--- config.mk ---
export PLATFORM = sky130hd
export DESIGN_NAME = mul_accum
export DESIGN_NICKNAME = d
export VERILOG_FILES = /design/src/rtl/mul_accum.sv
export SDC_FILE = /design/constraint.sdc
export NUM_CORES = 1
export LEC_CHECK = 0
export CAP_MARGIN = 20
export CORE_MARGIN = 2
export CORE_UTILIZATION = 40
export CTS_BUF_LIST = sky130_fd_sc_hd__clkbuf_4 sky130_fd_sc_hd__clkbuf_8 sky130_fd_sc_hd__clkbuf_16
export DETAILED_ROUTE_END_ITERATION = 6
export PLACE_DENSITY = 0.69
export SLEW_MARGIN = 20
export SYNTH_ARGS = -nofsm -noshare
export SYNTH_HDL_FRONTEND = slang
export SYNTH_SLANG_ARGS = --single-unit
--- constraint.sdc ---
create_clock -name Clock -period 3.05 [get_ports Clock]
set_input_delay 0.4575 -clock Clock [delete_from_list [all_inputs] [get_ports Clock]]
set_output_delay 0.4575 -clock Clock [all_outputs]
set_load 0.005 [all_outputs]
--- src/rtl/mul_accum.sv ---
// Accumulates a fixed batch of NPROD products from the imul multiplier and
// presents the registered batch sum through a valid/ready handshake.
module mul_accum #(
  parameter int PROD_WIDTH = 8,
  parameter int ACC_WIDTH  = 10,
  parameter int NPROD      = 4
) (
  input  logic                  Clock,
  input  logic                  Reset,
  input  logic                  wClear,
  input  logic [PROD_WIDTH-1:0] wProduct,
  input  logic                  wProductValid,
  output logic                  oProductReady,
  output logic [ACC_WIDTH-1:0]  oSum,
  output logic                  oSumValid,
  input  logic                  wSumReady,
  output logic                  oOverflow,
  output logic [7:0]            oCount
);

  localparam logic       ST_ACCUM = 1'b0;
  localparam logic       ST_HOLD  = 1'b1;
  localparam logic [7:0] NPROD_C  = 8'(NPROD);

  logic                 state_q, state_d;
  logic [ACC_WIDTH-1:0] acc_q, acc_d;
  logic                 ovf_q, ovf_d;
  logic [7:0]           cnt_q, cnt_d;

  logic                 accept_s;
  logic                 consume_s;
  logic                 last_s;
  logic [7:0]           cnt_inc_s;
  logic [ACC_WIDTH:0]   prod_ext_s;
  logic [ACC_WIDTH:0]   sum_ext_s;

  always_comb begin
    accept_s   = wProductValid & (state_q == ST_ACCUM);
    consume_s  = wSumReady & (state_q == ST_HOLD);
    cnt_inc_s  = cnt_q + 8'd1;
    last_s     = accept_s & (cnt_inc_s == NPROD_C);
    prod_ext_s = '0;
    prod_ext_s[PROD_WIDTH-1:0] = wProduct;
    // The extra top bit of the sum is the carry-out that feeds the sticky overflow.
    sum_ext_s  = {1'b0, acc_q} + prod_ext_s;
  end

  always_ff @(posedge Clock) begin
    if (Reset) begin
      state_q <= ST_ACCUM;
      acc_q   <= '0;
      ovf_q   <= 1'b0;
      cnt_q   <= 8'd0;
    end else begin
      state_q <= state_d;
      acc_q   <= acc_d;
      ovf_q   <= ovf_d;
      cnt_q   <= cnt_d;
    end
  end

  always_comb begin
    state_d = state_q;
    if (wClear) begin
      state_d = ST_ACCUM;
    end else begin
      case (state_q)
        ST_ACCUM: state_d = last_s ? ST_HOLD : ST_ACCUM;
        ST_HOLD:  state_d = consume_s ? ST_ACCUM : ST_HOLD;
        default:  state_d = ST_ACCUM;
      endcase
    end
  end

  // A clear beats any same-cycle accept or consume; consume empties the batch.
  always_comb begin
    acc_d = acc_q;
    ovf_d = ovf_q;
    cnt_d = cnt_q;
    if (wClear || consume_s) begin
      acc_d = '0;
      ovf_d = 1'b0;
      cnt_d = 8'd0;
    end else if (accept_s) begin
      acc_d = sum_ext_s[ACC_WIDTH-1:0];
      ovf_d = ovf_q | sum_ext_s[ACC_WIDTH];
      cnt_d = cnt_inc_s;
    end else begin
      acc_d = acc_q;
      ovf_d = ovf_q;
      cnt_d = cnt_q;
    end
  end

  always_comb begin
    oProductReady = (state_q == ST_ACCUM);
    oSumValid     = (state_q == ST_HOLD);
    oSum          = acc_q;
    oOverflow     = ovf_q;
    oCount        = cnt_q;
  end

endmodule
# After elaboration in Yosys (flattened, before gate mapping)

Cells that the tools add are included.

Output and inout port bits: 21
RAM bits: 0
Input bits: 13
Latch bits: 0
Bits in registers: 20
Word-level logic and storage cells: 18
Memory bits (read-only): 0
Memories kept: 0

Reduce and logical (&&, ||, !) cells: 3
Bitwise logic cells: 5
Muxes and demuxes: 3
$mul: 0
Add/sub/neg operators: 2
Shifts and indexed selects: 0
Magnitude comparators: 0
Div/mod/pow operators: 0
Eq/ne operators: 1

Operators by type and width:

| cell                                           | count |
|---|---|
| adder 10 x 8 -> 11 bit                         | 1 |
| adder 8 x 1 -> 8 bit (second input constant)   | 1 |
| == test 8 x 3 -> 1 bit (second input constant) | 1 |
| OR reduction 2 bit                             | 2 |
| bitwise AND 1 bit                              | 3 |
| two-way mux 1 bit                              | 2 |
| case mux 1 bit (2 select lines)                | 1 |
| logical OR 1 bit                               | 1 |
| NOT 1 bit                                      | 1 |
| bitwise OR 1 bit                               | 1 |

# Logic depth before layout (Yosys ltp)

Gate-level depths: netlist of run 1.

Depth in word-level cells: 5
Mapped depth: 8
Mapped depth without buffers: 8

# Least setup slack after synthesis of run 1

No wires, ideal clock.

Path type: input -> register
From: input port wProduct[0]
To: register acc_q[8], in the netlist oSum[8]
Library setup time: 121 ps
Slack: 1176 ps
Arrival time: 1753 ps
Stages: 8
Buffers on the path: 0
Required time: 2929 ps
Cell sequence: ha_1 inv_1 fa_1 nand2b_1 a21oi_1 o311a_1 o21ai_1 mux2i_1

Longest elaborated chain between the ends: 1

Ends and longest elaborated chain:

| item                   | RTL line | RTL |
|---|---|---|
| start: declaration     | 11       | `input logic [PROD_WIDTH-1:0] wProduct,` |
| adder 10 x 8 -> 11 bit | 45       | `sum_ext_s = {1'b0, acc_q} + prod_ext_s;` |
| end signal: assignment | 51       | `acc_q <= '0;` |
| end signal: assignment | 56       | `acc_q <= acc_d;` |
| end: declaration       | 26       | `logic [ACC_WIDTH-1:0] acc_q, acc_d;` |

Every way passes these cells.
A chain may end at the register's enable or synchronous reset.

# Worst setup path in the final report of run 1

Ends and elaborated chain as after synthesis.

==> results of run 1 <==
==> placed cells by master, fill, tap and decap left out, drive strengths merged, types with 2 or more instances in the layout <==
cell	synthesis	final
clkdlybuf4s50	0	33
dfxtp	20	20
nor2	13	13
nand2	10	10
nand3	10	10
o21ai	10	10
xor2	9	9
ha	9	9
a21oi	8	8
nand2b	6	6
inv	5	5
xnor2	4	4
nand4	3	3
a21o	3	3
o211ai	3	3
clkbuf	1	3
buf	3	3
a211oi	3	3
and3	2	2
nor3	2	2
==> how the worst min path moves through the flow <==
stage,slack (ns),cells past startpoint,end,from
global placement,0.44,2,oOverflow$_SDFFE_PP0P_,oOverflow$_SDFFE_PP0P_
detailed placement,0.45,2,oOverflow$_SDFFE_PP0P_,oOverflow$_SDFFE_PP0P_
CTS,0.46,2,oOverflow$_SDFFE_PP0P_,oOverflow$_SDFFE_PP0P_
floorplan,0.44,2,oOverflow$_SDFFE_PP0P_,oOverflow$_SDFFE_PP0P_
global route,0.50,2,oOverflow$_SDFFE_PP0P_,oOverflow$_SDFFE_PP0P_
finish,0.46,2,oOverflow$_SDFFE_PP0P_,oOverflow$_SDFFE_PP0P_
==> final cells by class <==
| class | instances | area [um^2] |
|---|---|---|
| multi-input combinational | 106 | 726 |
| tap | 31 | 38.8 |
| fill | 257 | 1200 |
| sequential | 20 | 400 |
| timing repair buffer | 36 | 353 |
| clock buffer | 3 | 22.5 |
| inverter | 5 | 18.8 |
==> worst reg2reg max path, delay by kind of cell (launching register included) <==
kind                       cells  cell delay [ns]
and+or+nand+nor                1             0.20
muxes                          1             0.12
DFF                            1             0.37
adders and majority gates      2             0.60
AOI/OAI and AO/OA              3             0.47
buffers and inverters          1             0.07
==> per-stage QoR <==
step	util	setup WS [ns]	power (uW)	hold WS, ns	instance area (um^2)
final	0.565	0.891	493	0.455	1560
after global routing	0.565	0.779	518	0.503	1560
after detailed placement	0.557	0.577	374	0.447	1540
after CTS	0.565	0.903	501	0.462	1560
after global placement	0.557	0.623	372	0.442	1540
after floorplan	-	1.18	333	0.442	1160
==> power breakdown <==
group | internal (uW) | leakage [uW] | total, uW | switching [uW]
registers | 267 | 0.000162 | 272 | 5.15
clock network | 46.0 | 0.0000138 | 126 | 79.8
logic | 50.5 | 0.000429 | 95.5 | 45.0
==> registers in the layout, indices dropped and copies added, names as in the netlist <==
name       count
oOverflow      1
oSum          10
oCount         8
oSumValid      1
==> per-layer routing <==
| layer | vias up | GRT usage | part of all wire |
|---|---|---|---|
| met2 | 28 | 0.242 | 0.46 |
| met3 | 2 | 0.0223 | 0.047 |
| met4 | 0 | 0.0698 | 0.0063 |
| met1 | 505 | 0.209 | 0.49 |
| li1 | 550 | - | - |
| met5 | - | 0 | 0 |
==> cell families (layout without fill, tap and decap cells) <==
| family | count (synthesis) | in the layout | share of synthesized area |
|---|---|---|---|
| buf+inv | 9 | 44 | 0.0323 |
| flops | 20 | 20 | 0.344 |
| compound gates | 32 | 32 | 0.187 |
| mux | 1 | 1 | 0.00860 |
| simple gates | 50 | 50 | 0.216 |
| fa+ha+maj | 10 | 10 | 0.114 |
| xor+xnor | 13 | 13 | 0.0979 |
==> metrics, run 1 <==
WP buf/inv 2; Max Slew Vio Count 0; FF+latch count, synth 20; Crit path depth 9; clock transition at the registers of the reported paths 0.12 ns; nets@finish 195; Synth Net Count 158; port buffer count 33; CTS Hold Bufs 0; Slew HR 0.689; CTS tree built; status completed; Async S/R FF share, synth 0; Worst Skew 0.00883 ns; GRT Total Usage 0.154; r2r worst-path depth 8; vias in the first global route 935; first-pass GRT wire length 4.05 mm; Slowest-stage cell, CP clkdlybuf4s50_1; Die Wd 57.9 um; reg-to-reg startpoint oSum[0]$_SDFFE_PP0P_; Area contributors post-synth dfxtp_1 (34%), ha_1 (9.7%), xor2_1 (6.8%); reg2reg setup slack 1.13 ns; P_leak 0.000605 uW; Critical Path AT 2.36 ns; diodes inserted 0; CP required 3.25 ns; worst hold path type register to register; Via Count 1,085; Iter 0 DRT Violations 20; Non-Filler Instances 201; Setup TNS Final 0 ns; core area 0.00276 mm^2; ys flop type dfxtp_1; crit-path cells clkdlybuf4s50_1, ha_1, inv_1, fa_1, nand2b_1, a21oi_1, o311a_1, o21ai_1, mux2i_1; Warnings, synthesis 0; max frequency 463 MHz; GP Congestion 0.836; initial antenna violation count 0; Mean Syn Cell Area 8.62 um^2; crit path from wProduct[0]; largest area contributor in the netlist dfxtp_1; CTS Buf Count 3; r2r endpoint oSum[8]$_SDFFE_PP0P_; kind of critical path primary input to register; post-DR vias/cell 5.40; endpoints failing setup 0; Max-Cap Viols 0; DR WL/cell 12.6 um; area grow syn2layout 34.0%; I/O pins 34; setup bufs post-CTS 0; startpoint types primary input; Worst path top cell family by delay adder cells; Detailed Place HPWL 1.91 mm; Starting Density 0.422; Worst-Skew Late Latency 0.30 ns; die height 57.9 um; final hold viol count 0; CP Max Fanout 3; Post-synth EDFFs 0; drc violations 0; total die area 0.00336 mm^2; H-tree depth 1; Synth top cells by count dfxtp_1 (20), nor2_1 (13), nand2_1 (10); Critical Path End oSum[8]$_SDFFE_PP0P_; peak supply drop 228 uV; Crit path largest cell delay 0.46 ns; Cells after Synth 135; post-route antenna net violation count 0; final wirelength 2.54 mm; Pre-antenna DRT Iters 4; CTS sink count 20; layout cell share with drive strength beyond 1 0.0706; largest net degree at the start of global routing 13; most frequent cell after synthesis dfxtp_1; sequential share of the synthesized area 0.344; gr ovfl total 0; post_cts resized 0; dpl cells 198; clock root buffer clkbuf_4; unique cell type count in the Yosys netlist 36; Tightest Pin Transition 0.466 ns; Rows 19; Setup crit end kind register; min Tclk post-route 2.16 ns; Synth top area share 0.344; part of the cycle the worst path needs 0.708; cell area power density 317 mW/mm^2; maximum clock insertion buffer count 2; synthesized area 0.00116 mm^2; RSZ-0062 raised after global routing false
Power figures use the tool's default switching activity.
==> run 2, diff against run 1 <==
--- a/config.mk
+++ b/config.mk
@@ -10,7 +10,7 @@
 export CORE_UTILIZATION = 40
 export CTS_BUF_LIST = sky130_fd_sc_hd__clkbuf_4 sky130_fd_sc_hd__clkbuf_8 sky130_fd_sc_hd__clkbuf_16
 export DETAILED_ROUTE_END_ITERATION = 6
-export PLACE_DENSITY = 0.69
+export PLACE_DENSITY = 0.72
 export SLEW_MARGIN = 20
 export SYNTH_ARGS = -nofsm -noshare
 export SYNTH_HDL_FRONTEND = slang
==> constraint.sdc (replaced) <==
create_clock -name Clock -period 1.85 [get_ports Clock]
set_input_delay 0.2775 -clock Clock [delete_from_list [all_inputs] [get_ports Clock]]
set_output_delay 0.2775 -clock Clock [all_outputs]
set_load 0.005 [all_outputs]
==> metrics, run 2 (synthesis gave the netlist of run 1 again) <==
status completed; CTS sink count 20 (unchanged); initial antenna violation count 0 (unchanged); CTS tree built; gr ovfl total 0 (unchanged); endpoints failing setup 0 (unchanged); H-tree depth 1 (unchanged); kind of critical path primary input to register; Detailed Place HPWL 2.07 mm (+8.2%); CTS Buf Count 3 (unchanged); reg2reg setup slack 0.10 ns (-1.03 ns); CTS Hold Bufs 0 (unchanged); crit path from wProduct[3]; Critical Path AT 2.02 ns (-0.34 ns); layout cell share with drive strength beyond 1 0.175 (+0.104); nets@finish 208 (+6.7%); Logic pwr share 0.223 (+0.030); Hold WS 0.408 ns (-0.0474 ns); commonest non-fill, non-tap cell in the layout clkdlybuf4s50_1; maximum clock insertion buffer count 2 (unchanged); port buffer count 33 (unchanged); Rows 19 (unchanged); dpl cells 210 (+6.1%); total die area 0.00336 mm^2 (unchanged); reg-to-reg startpoint oSum[0]$_SDFFE_PP0P_; largest net degree at the start of global routing 13 (unchanged); vias in the first global route 1,122 (+20%); r2r worst-path depth 8 (unchanged); Hold Path Origin wProduct[0]; GRT Total Usage 0.172 (+0.0180); post-route antenna net violation count 0 (unchanged); part of the cycle the worst path needs 0.966; I/O pins 34 (unchanged); Critical Path End oSum[8]$_SDFFE_PP0P_; switching share of total power 0.270 (+0.00678); Setup WS pre-CTS -0.364 ns (-0.941 ns); P_leak 0.000688 uW (+14%); die height 57.9 um (unchanged); Max-Cap Viols 0 (unchanged); max frequency 560 MHz; Setup TNS Final 0 ns (unchanged); core area 0.00276 mm^2 (unchanged); Slew HR 0.803 (+0.114); cell internal pwr 620 uW (+71%); worst hold path type primary input to register; Pwr Total 850 uW (+72%); Pre-antenna DRT Iters 4 (unchanged); clock transition at the registers of the reported paths 0.12 ns (about the same); peak supply drop 426 uV (+87%); commonest non-fill, non-tap cells in the layout clkdlybuf4s50_1 (32), dfxtp_1 (20), buf_4 (16); Worst-Skew Late Latency 0.29 ns (about the same); diodes inserted 0 (unchanged); number of flip-flops under the largest register name 10 (unchanged); min Tclk post-route 1.79 ns; fill count 232 (-9.7%); post-DR vias/cell 5.28 (-2.2%); Worst Skew 0.00185 ns (-0.00698 ns); Via Count 1,130 (+4.1%); setup slack after layout 0.0632 ns (-0.828 ns); switching power total 230 uW (+77%); Tightest Pin Transition 0.294 ns (-0.172 ns); r2r endpoint oSum[8]$_SDFFE_PP0P_; clock root buffer clkbuf_4; Clock Power Share 0.249 (-0.006); Iter 0 DRT Violations 22 (+10%); DR WL/cell 12.5 um (-1.0%); area grow syn2layout 45.5%; cell area power density 502 mW/mm^2 (+59%); final hold viol count 0 (unchanged); Setup crit end kind register; drc violations 0 (unchanged); CP required 2.08 ns (-1.17 ns); startpoint types primary input; Sequential Power Share 0.527 (-0.025); RSZ-0062 raised after global routing false; first-pass GRT wire length 4.59 mm (+13%); Non-Filler Instances 214 (+6.5%); Max Slew Vio Count 0 (unchanged); GP Congestion 0.802 (-4.0%); CP Max Fanout 2 (-1); Starting Density 0.422 (unchanged); final wirelength 2.67 mm (+5.4%); Die Wd 57.9 um (unchanged)
-- run 2: cell type report --
| type | count | area, um^2 | area share |
|---|---|---|---|
| clock buffers | 3 | 22.5 | 0.0133 |
| inverters | 5 | 18.8 | 0.0111 |
| multi-input cells | 106 | 759 | 0.449 |
| flip-flops and latches | 20 | 400 | 0.237 |
| well taps | 31 | 38.8 | 0.0229 |
| repair buffers | 49 | 453 | 0.268 |
-- run 2: critical path: stages --
cell and delay (ns):
clkdlybuf4s50_1 0.40, ha_1 0.31, o211ai_1 0.28, a21oi_4 0.05
o311a_1 0.36, o21ai_2 0.16, mux2i_1 0.18
-- run 2: how the worst min path moves through the flow --
stage	end	slack (ns)	cells past startpoint
3_5_place_dp	oOverflow$_SDFFE_PP0P_	0.47	2
2_1_floorplan	oSumValid$_SDFF_PP0_	0.35	1
3_3_place_gp	oOverflow$_SDFFE_PP0P_	0.44	2
6_report	oSum[0]$_SDFFE_PP0P_	0.41	4
4_1_cts	oOverflow$_SDFFE_PP0P_	0.48	2
5_1_grt	oSum[0]$_SDFFE_PP0P_	0.44	4
-- run 2: power groups by stage --
stage               Clock, uW  Sequential, uW  Combinational [uW]
floorplan                   0             458                89.9
global placement            0             457                 177
detailed placement          0             458                 181
CTS                       216             448                 185
global route              229             450                 208
finish                    212             448                 190
-- run 2: stage by stage --
stage | utilization | cell area (um^2)
3_5_place_dp | 0.590 | 1630
2_1_floorplan | - | 1160
4_1_cts | 0.602 | 1660
5_1_grt | 0.614 | 1690
3_3_place_gp | 0.590 | 1630
6_report | 0.614 | 1690
-- run 2: routing by layer --
layer / part of all wire / GRT usage
met1: 0.44 / 0.206
met2: 0.52 / 0.317
met3: 0.042 / 0.0201
met4: 0.0037 / 0.0565
met5: 0 / 0
-- run 2: repair_timing --
| action | in CTS | in global routing |
|---|---|---|
| setup buffers | 0 | 1 |
| pin swaps | 2 | 6 |
| setup endpoints to repair | 2 | 5 |
| resized for setup | 2 | 7 |
| endpoints found under the hold margin | 0 | 0 |
==> run 3, diff against run 2 <==
--- a/config.mk
+++ b/config.mk
@@ -7,10 +7,10 @@
 export LEC_CHECK = 0
 export CAP_MARGIN = 20
 export CORE_MARGIN = 2
-export CORE_UTILIZATION = 40
+export CORE_UTILIZATION = 42
 export CTS_BUF_LIST = sky130_fd_sc_hd__clkbuf_4 sky130_fd_sc_hd__clkbuf_8 sky130_fd_sc_hd__clkbuf_16
 export DETAILED_ROUTE_END_ITERATION = 6
-export PLACE_DENSITY = 0.72
+export PLACE_DENSITY = 0.75
 export SLEW_MARGIN = 20
 export SYNTH_ARGS = -nofsm -noshare
 export SYNTH_HDL_FRONTEND = slang
==> metrics, run 3 (synthesis gave the netlist of run 1 again) <==
cell area power density 502 mW/mm^2 (about the same); CTS tree built; clock root buffer clkbuf_4; Logic pwr share 0.225 (+0.002); clock transition at the registers of the reported paths 0.11 ns (about the same); core area 0.00269 mm^2 (-2.6%); commonest non-fill, non-tap cells in the layout clkdlybuf4s50_1 (33), dfxtp_1 (20), buf_4 (15); startpoint types primary input; Setup crit end kind register; gr ovfl total 0 (unchanged); Max Slew Vio Count 0 (unchanged); Worst Skew 0.00658 ns (+0.00473 ns); CP required 2.09 ns (about the same); area grow syn2layout 44.6%; dpl cells 209 (-0.48%); Worst path top cell family by delay compound AO/OA/AOI/OAI gates; Max-Cap Viols 0 (unchanged); GRT Total Usage 0.190 (+0.0183); switching share of total power 0.266 (-0.00393); I/O pins 34 (unchanged); Hold WS 0.461 ns (+0.0531 ns); crit-path cells clkdlybuf4s50_1, ha_1, o211ai_1, a21oi_4, o311a_1, o21ai_2, mux2i_1; CTS sink count 20 (unchanged); part of the cycle the worst path needs 0.962 (-0.00406); die height 56.6 um (-2.2%); first-pass GRT wire length 4.88 mm (+6.3%); worst hold path type register to register; Clock Power Share 0.244 (-0.005); Iter 0 DRT Violations 21 (-4.5%); total die area 0.00321 mm^2 (-4.4%); WHS Path Cells 2 (-2); placed cell area 0.00162 mm^2 (-0.46%); largest net degree at the start of global routing 13 (unchanged); P_leak 0.000674 uW (-2.1%); maximum clock insertion buffer count 2 (unchanged); commonest non-fill, non-tap cell in the layout clkdlybuf4s50_1; Via Count 1,137 (+0.62%); Slew HR 0.803 (about the same); Starting Density 0.433 (+0.0112); Tightest Pin Transition 0.294 ns (-0.000183 ns); design area 0.00168 mm^2 (-0.59%); Sequential Power Share 0.531 (+0.004); initial antenna violation count 0 (unchanged); layout cell share with drive strength beyond 1 0.165 (-0.0100); diodes inserted 0 (unchanged); Critical Path AT 2.02 ns (about the same); final wirelength 2.81 mm (+5.0%); H-tree depth 1 (unchanged); kind of critical path primary input to register; CTS Hold Bufs 0 (unchanged); Detailed Place HPWL 2.23 mm (+8.1%); Hold EP oOverflow$_SDFFE_PP0P_; status completed; Pwr Total 844 uW (-0.64%); RSZ-0062 raised after global routing true; Rows 19 (unchanged); endpoints failing setup 0 (unchanged); Non-Filler Instances 213 (-0.47%); CP Max Fanout 2 (unchanged); r2r endpoint oSum[8]$_SDFFE_PP0P_; peak supply drop 443 uV (+4.1%); post-DR vias/cell 5.34 (+1.1%); Slowest-stage cell, CP clkdlybuf4s50_1; Crit path largest cell delay 0.40 ns (about the same); CTS Buf Count 3 (unchanged); max frequency 562 MHz (+0.42%); WP buf/inv 1 (unchanged); switching power total 225 uW (-2.1%); min Tclk post-route 1.78 ns (-0.00752 ns); reg2reg setup slack 0.13 ns (+0.03 ns); post-route antenna net violation count 0 (unchanged); nets@finish 207 (-0.48%); DR WL/cell 13.2 um (+5.5%); Die Wd 56.6 um (-2.2%); drc violations 0 (unchanged); number of flip-flops under the largest register name 10 (unchanged); GP Congestion 0.843 (+5.0%); r2r worst-path depth 6 (-2); Pre-antenna DRT Iters 4 (unchanged); port buffer count 33 (unchanged); reg-to-reg startpoint oSum[3]$_SDFFE_PP0P_; vias in the first global route 1,151 (+2.6%); final hold viol count 0 (unchanged); Setup TNS Final 0 ns (unchanged); Worst-Skew Late Latency 0.29 ns (about the same); cell internal pwr 619 uW (-0.11%); Hold Path Origin oOverflow$_SDFFE_PP0P_
run 3: changes by cell type in the layout (fill, tap and decap cells not counted):
| cell | before | now |
|---|---|---|
| buf_4 | 16 | 15 |
| clkdlybuf4s50_1 | 32 | 33 |
| dlymetal6s2s_1 | 1 | 0 |
| inv_1 | 4 | 5 |
| inv_2 | 1 | 0 |
run 3: what timing repair did:
action / 4_1_cts / 5_1_grt
setup endpoints to repair: 1 / 6
resized for setup: 1 / 6
pin swaps: 2 / 4
setup buffers: 0 / 1
run 3: how the worst max path moves through the flow:
stage,depth (start not counted),to,slack [ns],startpoint
2_1_floorplan,8,oSum[8]$_SDFFE_PP0P_,0.07,oSum[0]$_SDFFE_PP0P_
3_3_place_gp,9,oSum[8]$_SDFFE_PP0P_,-0.32,wProduct[0]
3_5_place_dp,9,oSum[8]$_SDFFE_PP0P_,-0.36,wProduct[0]
4_1_cts,9,oSum[8]$_SDFFE_PP0P_,0.002,wProduct[0]
5_1_grt,7,oSum[8]$_SDFFE_PP0P_,-0.03,wProduct[3]
6_report,7,oSum[8]$_SDFFE_PP0P_,0.07,wProduct[3]
run 3: through the flow:
step	utilization	setup WS [ns]
global placement	0.603	-0.318
floorplan	-	0.0695
CTS	0.612	0.00189
global route	0.626	-0.0348
finish	0.626	0.0707
detailed placement	0.603	-0.362
run 3: final cells by class:
cell class / instances / area, um^2
Fill cell: 249 / 1000
Multi-Input combinational cell: 106 / 759
Inverter: 5 / 18.8
Timing Repair Buffer: 48 / 443
Tap cell: 31 / 38.8
Clock buffer: 3 / 22.5
Sequential cell: 20 / 400
run 3: power groups by stage:
| stage | sequential [uW] | clock (uW) | combinational, uW |
|---|---|---|---|
| 2_1_floorplan | 458 | 0 | 89.9 |
| 3_3_place_gp | 457 | 0 | 175 |
| 3_5_place_dp | 458 | 0 | 181 |
| 6_report | 448 | 206 | 190 |
| 4_1_cts | 449 | 216 | 183 |
| 5_1_grt | 451 | 236 | 207 |
run 3: worst register-to-register path, cell delays in order (launching register included):
cell,delay (ns)
dfxtp_1,0.35
ha_1,0.30
o211ai_1,0.28
a21oi_4,0.05
o311a_1,0.36
o21ai_2,0.14
mux2i_1,0.18
run 3: per-layer routing:
metal / GRT usage / up-vias / wire length [um]
met5: 0 / - / 0
met1: 0.210 / 527 / 1210
met4: 0.0714 / 0 / 43
li1: - / 579 / -
met3: 0.0369 / 6 / 92
met2: 0.354 / 25 / 1460
